### config.mk
export PLATFORM = sky130hd
export DESIGN_NAME = r4_butterfly_stream_flat
export DESIGN_NICKNAME = d
export VERILOG_FILES = /design/src/rtl/r4_pkg.sv /design/src/rtl/r4_butterfly_stream_if.sv /design/src/rtl/r4_bfly_core.sv /design/src/rtl/r4_butterfly_stream.sv /design/src/flat_wrapper.sv
export SDC_FILE = /design/constraint.sdc
export NUM_CORES = 1
export LEC_CHECK = 0
export CAP_MARGIN = 15
export CORE_MARGIN = 8
export CORE_UTILIZATION = 63
export DETAILED_ROUTE_END_ITERATION = 7
export PLACE_DENSITY_LB_ADDON = 0.08
export SETUP_SLACK_MARGIN = 0.5
export SLEW_MARGIN = 20
export SYNTH_ARGS = -nofsm -noshare
export SYNTH_HDL_FRONTEND = slang
export SYNTH_HIERARCHICAL = 1
export SYNTH_SLANG_ARGS = --single-unit
### constraint.sdc
create_clock -name CLK -period 3.9 [get_ports CLK]
set_input_delay 0.39 -clock CLK [delete_from_list [all_inputs] [get_ports CLK]]
set_output_delay 0.39 -clock CLK [all_outputs]
set_load 0.01 [all_outputs]
### src/rtl/r4_pkg.sv
// Shared types and width helpers for the streaming radix-4 butterfly.
package r4_pkg;

  typedef enum logic [1:0] {
    LOAD  = 2'd0,
    CALC  = 2'd1,
    DRAIN = 2'd2
  } state_t;

  // Sum of four sign-extended operands needs two extra bits.
  function automatic int out_w(input int data_w);
    return data_w + 2;
  endfunction

endpackage

### src/rtl/r4_butterfly_stream_if.sv
// Input sample stream and output result stream of r4_butterfly_stream.
interface r4_butterfly_stream_if #(
  parameter int DATA_W = 8
);
  import r4_pkg::*;
  localparam int OUT_W = out_w(DATA_W);

  logic                     in_valid;
  logic                     in_ready;
  logic signed [DATA_W-1:0] in_re;
  logic signed [DATA_W-1:0] in_im;
  logic                     inverse;
  logic                     out_valid;
  logic                     out_ready;
  logic signed [OUT_W-1:0]  out_re;
  logic signed [OUT_W-1:0]  out_im;
  logic [1:0]               out_idx;
  logic                     busy;

  modport master (
    output in_valid, in_re, in_im, inverse, out_ready,
    input  in_ready, out_valid, out_re, out_im, out_idx, busy
  );

  modport slave (
    input  in_valid, in_re, in_im, inverse, out_ready,
    output in_ready, out_valid, out_re, out_im, out_idx, busy
  );

endinterface

### src/rtl/r4_bfly_core.sv
// Combinational 4-point DFT butterfly, full precision, forward or inverse.
module r4_bfly_core
  import r4_pkg::*;
#(
  parameter int DATA_W = 8,
  parameter int OUT_W  = out_w(DATA_W)
) (
  input  logic signed [DATA_W-1:0] x_re [4],
  input  logic signed [DATA_W-1:0] x_im [4],
  input  logic                     inverse,
  output logic signed [OUT_W-1:0]  y_re [4],
  output logic signed [OUT_W-1:0]  y_im [4]
);

  logic signed [OUT_W-1:0] a_re [4];
  logic signed [OUT_W-1:0] a_im [4];
  logic signed [OUT_W-1:0] f1_re, f1_im, f3_re, f3_im;

  always_comb begin
    for (int i = 0; i < 4; i++) begin
      a_re[i] = {{(OUT_W-DATA_W){x_re[i][DATA_W-1]}}, x_re[i]};
      a_im[i] = {{(OUT_W-DATA_W){x_im[i][DATA_W-1]}}, x_im[i]};
    end
  end

  // -j*(a+jb) = b - ja and +j*(a+jb) = -b + ja, so the rotations are re/im swaps.
  assign f1_re = a_re[0] + a_im[1] - a_re[2] - a_im[3];
  assign f1_im = a_im[0] - a_re[1] - a_im[2] + a_re[3];
  assign f3_re = a_re[0] - a_im[1] - a_re[2] + a_im[3];
  assign f3_im = a_im[0] + a_re[1] - a_im[2] - a_re[3];

  assign y_re[0] = a_re[0] + a_re[1] + a_re[2] + a_re[3];
  assign y_im[0] = a_im[0] + a_im[1] + a_im[2] + a_im[3];
  assign y_re[2] = a_re[0] - a_re[1] + a_re[2] - a_re[3];
  assign y_im[2] = a_im[0] - a_im[1] + a_im[2] - a_im[3];
  assign y_re[1] = inverse ? f3_re : f1_re;
  assign y_im[1] = inverse ? f3_im : f1_im;
  assign y_re[3] = inverse ? f1_re : f3_re;
  assign y_im[3] = inverse ? f1_im : f3_im;

endmodule

### src/rtl/r4_butterfly_stream.sv
// Streaming 4-point DFT: collects four samples, computes once, drains four results.
module r4_butterfly_stream
  import r4_pkg::*;
#(
  parameter int DATA_W = 8,
  parameter int OUT_W  = out_w(DATA_W)
) (
  input  logic                  CLK,
  input  logic                  RST,
  r4_butterfly_stream_if.slave  bus
);

  state_t state, state_nxt;

  logic [1:0]               cnt_p0;
  logic                     inv_p0;
  logic signed [DATA_W-1:0] x_re_p0 [4];
  logic signed [DATA_W-1:0] x_im_p0 [4];

  logic signed [OUT_W-1:0]  y_re [4];
  logic signed [OUT_W-1:0]  y_im [4];

  logic signed [OUT_W-1:0]  res_re_p1 [4];
  logic signed [OUT_W-1:0]  res_im_p1 [4];
  logic [1:0]               idx_p1;

  logic in_xfer, out_xfer;

  assign in_xfer  = bus.in_valid  & bus.in_ready;
  assign out_xfer = bus.out_valid & bus.out_ready;

  always_ff @(posedge CLK) begin
    if (RST) state <= LOAD;
    else     state <= state_nxt;
  end

  always_comb begin
    state_nxt = state;
    case (state)
      LOAD:    if (in_xfer && cnt_p0 == 2'd3)  state_nxt = CALC;
      CALC:    state_nxt = DRAIN;
      DRAIN:   if (out_xfer && idx_p1 == 2'd3) state_nxt = LOAD;
      default: state_nxt = LOAD;
    endcase
  end

  always_comb begin
    bus.in_ready  = (state == LOAD);
    bus.out_valid = (state == DRAIN);
    bus.busy      = (state != LOAD) || (cnt_p0 != 2'd0);
  end

  // Stage 0: sample buffer; the mode is latched only with the first beat of a frame.
  always_ff @(posedge CLK) begin
    if (RST) begin
      cnt_p0 <= 2'd0;
      inv_p0 <= 1'b0;
      for (int i = 0; i < 4; i++) begin
        x_re_p0[i] <= '0;
        x_im_p0[i] <= '0;
      end
    end else if (in_xfer) begin
      x_re_p0[cnt_p0] <= bus.in_re;
      x_im_p0[cnt_p0] <= bus.in_im;
      cnt_p0          <= cnt_p0 + 2'd1;
      if (cnt_p0 == 2'd0) inv_p0 <= bus.inverse;
    end
  end

  r4_bfly_core #(
    .DATA_W (DATA_W),
    .OUT_W  (OUT_W)
  ) u_core (
    .x_re    (x_re_p0),
    .x_im    (x_im_p0),
    .inverse (inv_p0),
    .y_re    (y_re),
    .y_im    (y_im)
  );

  // Stage 1: result register, captured in CALC and walked out in DRAIN.
  always_ff @(posedge CLK) begin
    if (RST) begin
      idx_p1 <= 2'd0;
      for (int i = 0; i < 4; i++) begin
        res_re_p1[i] <= '0;
        res_im_p1[i] <= '0;
      end
    end else if (state == CALC) begin
      idx_p1    <= 2'd0;
      res_re_p1 <= y_re;
      res_im_p1 <= y_im;
    end else if (out_xfer) begin
      idx_p1 <= idx_p1 + 2'd1;
    end
  end

  assign bus.out_re  = res_re_p1[idx_p1];
  assign bus.out_im  = res_im_p1[idx_p1];
  assign bus.out_idx = idx_p1;

endmodule
### src/flat_wrapper.sv
// flat-port wrapper written by rule: the top's interface ports become plain ports
module r4_butterfly_stream_flat import r4_pkg::*;
#(
  parameter int DATA_W = 8,
  parameter int OUT_W  = out_w(DATA_W)
)
  (CLK, RST, bus_in_valid, bus_in_re, bus_in_im, bus_inverse, bus_out_ready, bus_in_ready, bus_out_valid, bus_out_re, bus_out_im, bus_out_idx, bus_busy);
  r4_butterfly_stream_if #(.DATA_W(DATA_W)) bus_i ();
  input  logic CLK;
  input  logic RST;
  input wire logic [$bits(bus_i.in_valid)-1:0] bus_in_valid;
  input wire logic [$bits(bus_i.in_re)-1:0] bus_in_re;
  input wire logic [$bits(bus_i.in_im)-1:0] bus_in_im;
  input wire logic [$bits(bus_i.inverse)-1:0] bus_inverse;
  input wire logic [$bits(bus_i.out_ready)-1:0] bus_out_ready;
  output wire logic [$bits(bus_i.in_ready)-1:0] bus_in_ready;
  output wire logic [$bits(bus_i.out_valid)-1:0] bus_out_valid;
  output wire logic [$bits(bus_i.out_re)-1:0] bus_out_re;
  output wire logic [$bits(bus_i.out_im)-1:0] bus_out_im;
  output wire logic [$bits(bus_i.out_idx)-1:0] bus_out_idx;
  output wire logic [$bits(bus_i.busy)-1:0] bus_busy;
  assign bus_i.in_valid = bus_in_valid;
  assign bus_i.in_re = bus_in_re;
  assign bus_i.in_im = bus_in_im;
  assign bus_i.inverse = bus_inverse;
  assign bus_i.out_ready = bus_out_ready;
  assign bus_in_ready = bus_i.in_ready;
  assign bus_out_valid = bus_i.out_valid;
  assign bus_out_re = bus_i.out_re;
  assign bus_out_im = bus_i.out_im;
  assign bus_out_idx = bus_i.out_idx;
  assign bus_busy = bus_i.busy;
  r4_butterfly_stream #(.DATA_W(DATA_W), .OUT_W(OUT_W)) u_core (.CLK(CLK), .RST(RST), .bus(bus_i));
endmodule
==> impl_metrics.yaml <==
clock_network:
  clk_pin_slew_worst_paths_ns: 0.06
  cts_root_buf: "clkbuf_16"
  cts_hold_buf: 0
  tritoncts: "built"
  htreeDepth: 4
  numCtsBuffers: 17
  cts.sinks: 151
  cts_max_path_buffers: 2
  clock_latency_ns: 0.43
sta:
  period_needed_ns: 3.490
  setup_viol: 0
  skew_ns: 0.01245
  fmax_mhz: 286.5
  fin_crit_sh: 0.8949
  slew_headroom: 0.2398
  worst_pin_slew_ns: 1.133
  layout_setup_ws_ns: 0.4098
  finalMaxSlewViolations: 0
  hold_viol_final: 0
  rsz0062_at_grt: "true"
  finalSetupTns_ns: 0
power:
  p_total_uw: 6371
  p_leak_uw: 0.006043
  ir_drop_mv: 0.2914
  p_per_area_mw_per_mm2: 426.2
synth:
  synth-async-reset-ratio: 0
  ys_ff_latch: 151
  netlist-cell-type-count: 68
  syn_avg_cell_area_um2: 8.615
  yosysSeqAreaShare: 0.2319
  synth_area_mm2: 0.01304
  synthCells: 1513
  ys.warnings.count: 6
  yosys_most_used_dff: "dfxtp_1"
  synth_edf_count: 0
  synth_fp_nets: 1753
die:
  dieArea_mm2: 0.02555
  io_pins: 46
  fp.dieH_um: 159.8
  std_cell_rows: 52
  start_util: 0.6421
  die_w_um: 159.8
  core_area_mm2: 0.02030
cells_and_area:
  instances_no_fill: 1827
  drive_gt1_frac: 0.1773
  fin_nets: 1787
  fillerInstances: 1513
  antenna_cells: 0
  fin_util: 0.7364
  syn_to_final_growth_pct: 14.68
min_path:
  worstHoldPathCells: 2
  hold_class: "register to register"
placement:
  dp_hpwl_um: 25130
  io_buffer_count: 45
  dp_cells: 1774
  gp_congestion: 0.8538
  dpl_worst_slack_ns: 0.1229
grt:
  antenna_found_initial: 0
  grt_pass1_vias: 10450
  track_usage: 0.2685
  grt_first_pass_wirelength_um: 54770
  grt-ovfl-total: 0
  grt_max_degree: 81
worst_setup_path:
  criticalPathCategory: "register to register"
  cp_max_fo: 2
  worstSetupStartpointType: "register"
  cp.arrival_ns: 3.84
  required_ns: 4.25
  worstRegToRegCells: 16
  end_kind: "register"
flow_run:
  drv_cap: 0
route:
  vias: 10660
  antenna_left: 0
  drc: 0
  drt_iter0_drc: 823
  via_per_inst: 5.834
  wirelength_um: 34600
  avgRoutedWirePerCell_um: 18.94
  drtPass1Iterations: 6
run_status:
  status: "finished clean"
[metal layers]
layer  global-route usage  wire length, µm  vias up
met1               0.3619            14890     5258
met5                    0                0        -
li1                     -                -     4963
met2               0.4288            16350      379
met4              0.08539              902        0
met3              0.05347             2455       59
[flip-flops by register name, indices dropped and copies added, names as in the netlist]
| name | cells |
|---|---|
| u_core/inv_p0 | 1 |
| u_core/x_re_p0 | 32 |
| u_core/state | 2 |
| u_core/cnt_p0 | 2 |
| u_core/bus.out_idx | 2 |
| u_core/res_re_p1 | 40 |
| u_core/x_im_p0 | 32 |
| u_core/res_im_p1 | 40 |
[worst paths after layout]
| check | from | end | slack (ns) |
|---|---|---|---|
| worst max-delay path | u_core/x_im_p0[0] | u_core/res_re_p1[28] | 0.41 |
| worst min-delay path | u_core/res_im_p1[2] | u_core/res_im_p1[2] | 0.45 |
| worst max register to register | u_core/x_im_p0[0] | u_core/res_re_p1[28] | 0.41 |
| worst min register to register | u_core/res_im_p1[2] | u_core/res_im_p1[2] | 0.45 |
[cell families (layout without fill, tap and decap cells)]
| group | after synthesis | count (layout) | synth area share |
|---|---|---|---|
| muxes | 51 | 51 | 0.06047 |
| buffers and inverters | 298 | 342 | 0.09704 |
| AOI/OAI and AO/OA | 264 | 264 | 0.1198 |
| DFF | 151 | 151 | 0.2319 |
| and+or+nand+nor | 470 | 470 | 0.1619 |
| adders and majority gates | 219 | 219 | 0.2885 |
| xor gates and xnor gates | 60 | 60 | 0.04031 |
[cells in the mapped netlist, drive strengths merged (8+ instances only)]
cell type	n	area share
nor3	22	0.0084
nand2	315	0.091
inv	232	0.067
clkbuf	20	0.0060
o21ai	21	0.0081
a21o	13	0.0075
buf	44	0.023
fa	136	0.21
nand3	16	0.0061
nor2b	14	0.0067
a211oi	12	0.0069
o2111ai	8	0.0054
and3	9	0.0043
mux2	22	0.019
xnor2	43	0.029
dfxtp	151	0.23
nor2	40	0.012
mux2i	9	0.0069
ha	83	0.080
nand4	11	0.0053
xor2	17	0.011
a21oi	177	0.071
mux4	20	0.035
[critical path, stage by stage (launching register included)]
cell,delay [ns]
dfxtp_2,0.35
inv_4,0.04
fa_1,0.54
inv_1,0.06
fa_1,0.45
inv_2,0.08
ha_4,0.13
inv_2,0.04
fa_2,0.37
nor2b_4,0.16
o2111ai_4,0.15
a31oi_4,0.21
buf_4,0.13
mux2_4,0.29
nor3b_2,0.15
nand2_1,0.09
a21oi_2,0.15
[per-stage QoR]
| stage | hold slack (ns) | cell area, µm² |
|---|---|---|
| 2_1_floorplan | 0.4331 | 13040 |
| 3_3_place_gp | 0.4397 | 13550 |
| 4_1_cts | 0.4523 | 14530 |
| 6_report | 0.4502 | 14950 |
| 5_1_grt | 0.4638 | 14950 |
| 3_5_place_dp | 0.4435 | 13550 |
[where the power goes]
part	leakage, µW	switching, µW	total [µW]	internal [µW]
sequential	0.00124	46.8	1620	1580
combinational	0.00451	1640	3000	1360
clock	0.000298	657	1750	1090
[cells in the final DEF, fill, tap and decap left out, types with 22 or more instances in the layout]
| cell type | netlist | final |
|---|---|---|
| ha_1 | 83 | 60 |
| clkdlybuf4s50_1 | 0 | 44 |
| buf_4 | 23 | 33 |
| xnor2_1 | 43 | 42 |
| a21oi_1 | 166 | 154 |
| nand2_1 | 314 | 314 |
| inv_1 | 232 | 210 |
| dfxtp_2 | 0 | 29 |
| dfxtp_1 | 151 | 114 |
| fa_1 | 136 | 123 |
| nor2_1 | 40 | 37 |
| a21oi_2 | 11 | 22 |
[final cells by class]
cell class                 count  area, µm²  area share
timing repair buffer          79      719.4     0.04813
sequential                   151       3089      0.2067
clock inverter                 9      151.4     0.01013
tap                          270      337.8     0.02260
inverter                     234      894.6     0.05985
multi-input combinational   1064       9299      0.6221
clock buffer                  20      456.7     0.03055
[timing repair]
action	4_1_cts	5_1_grt
pin swaps	26	33
setup buffers	16	8
endpoints found under the setup margin	24	29
resized for setup	82	100
(Power assumes the default switching activity.)
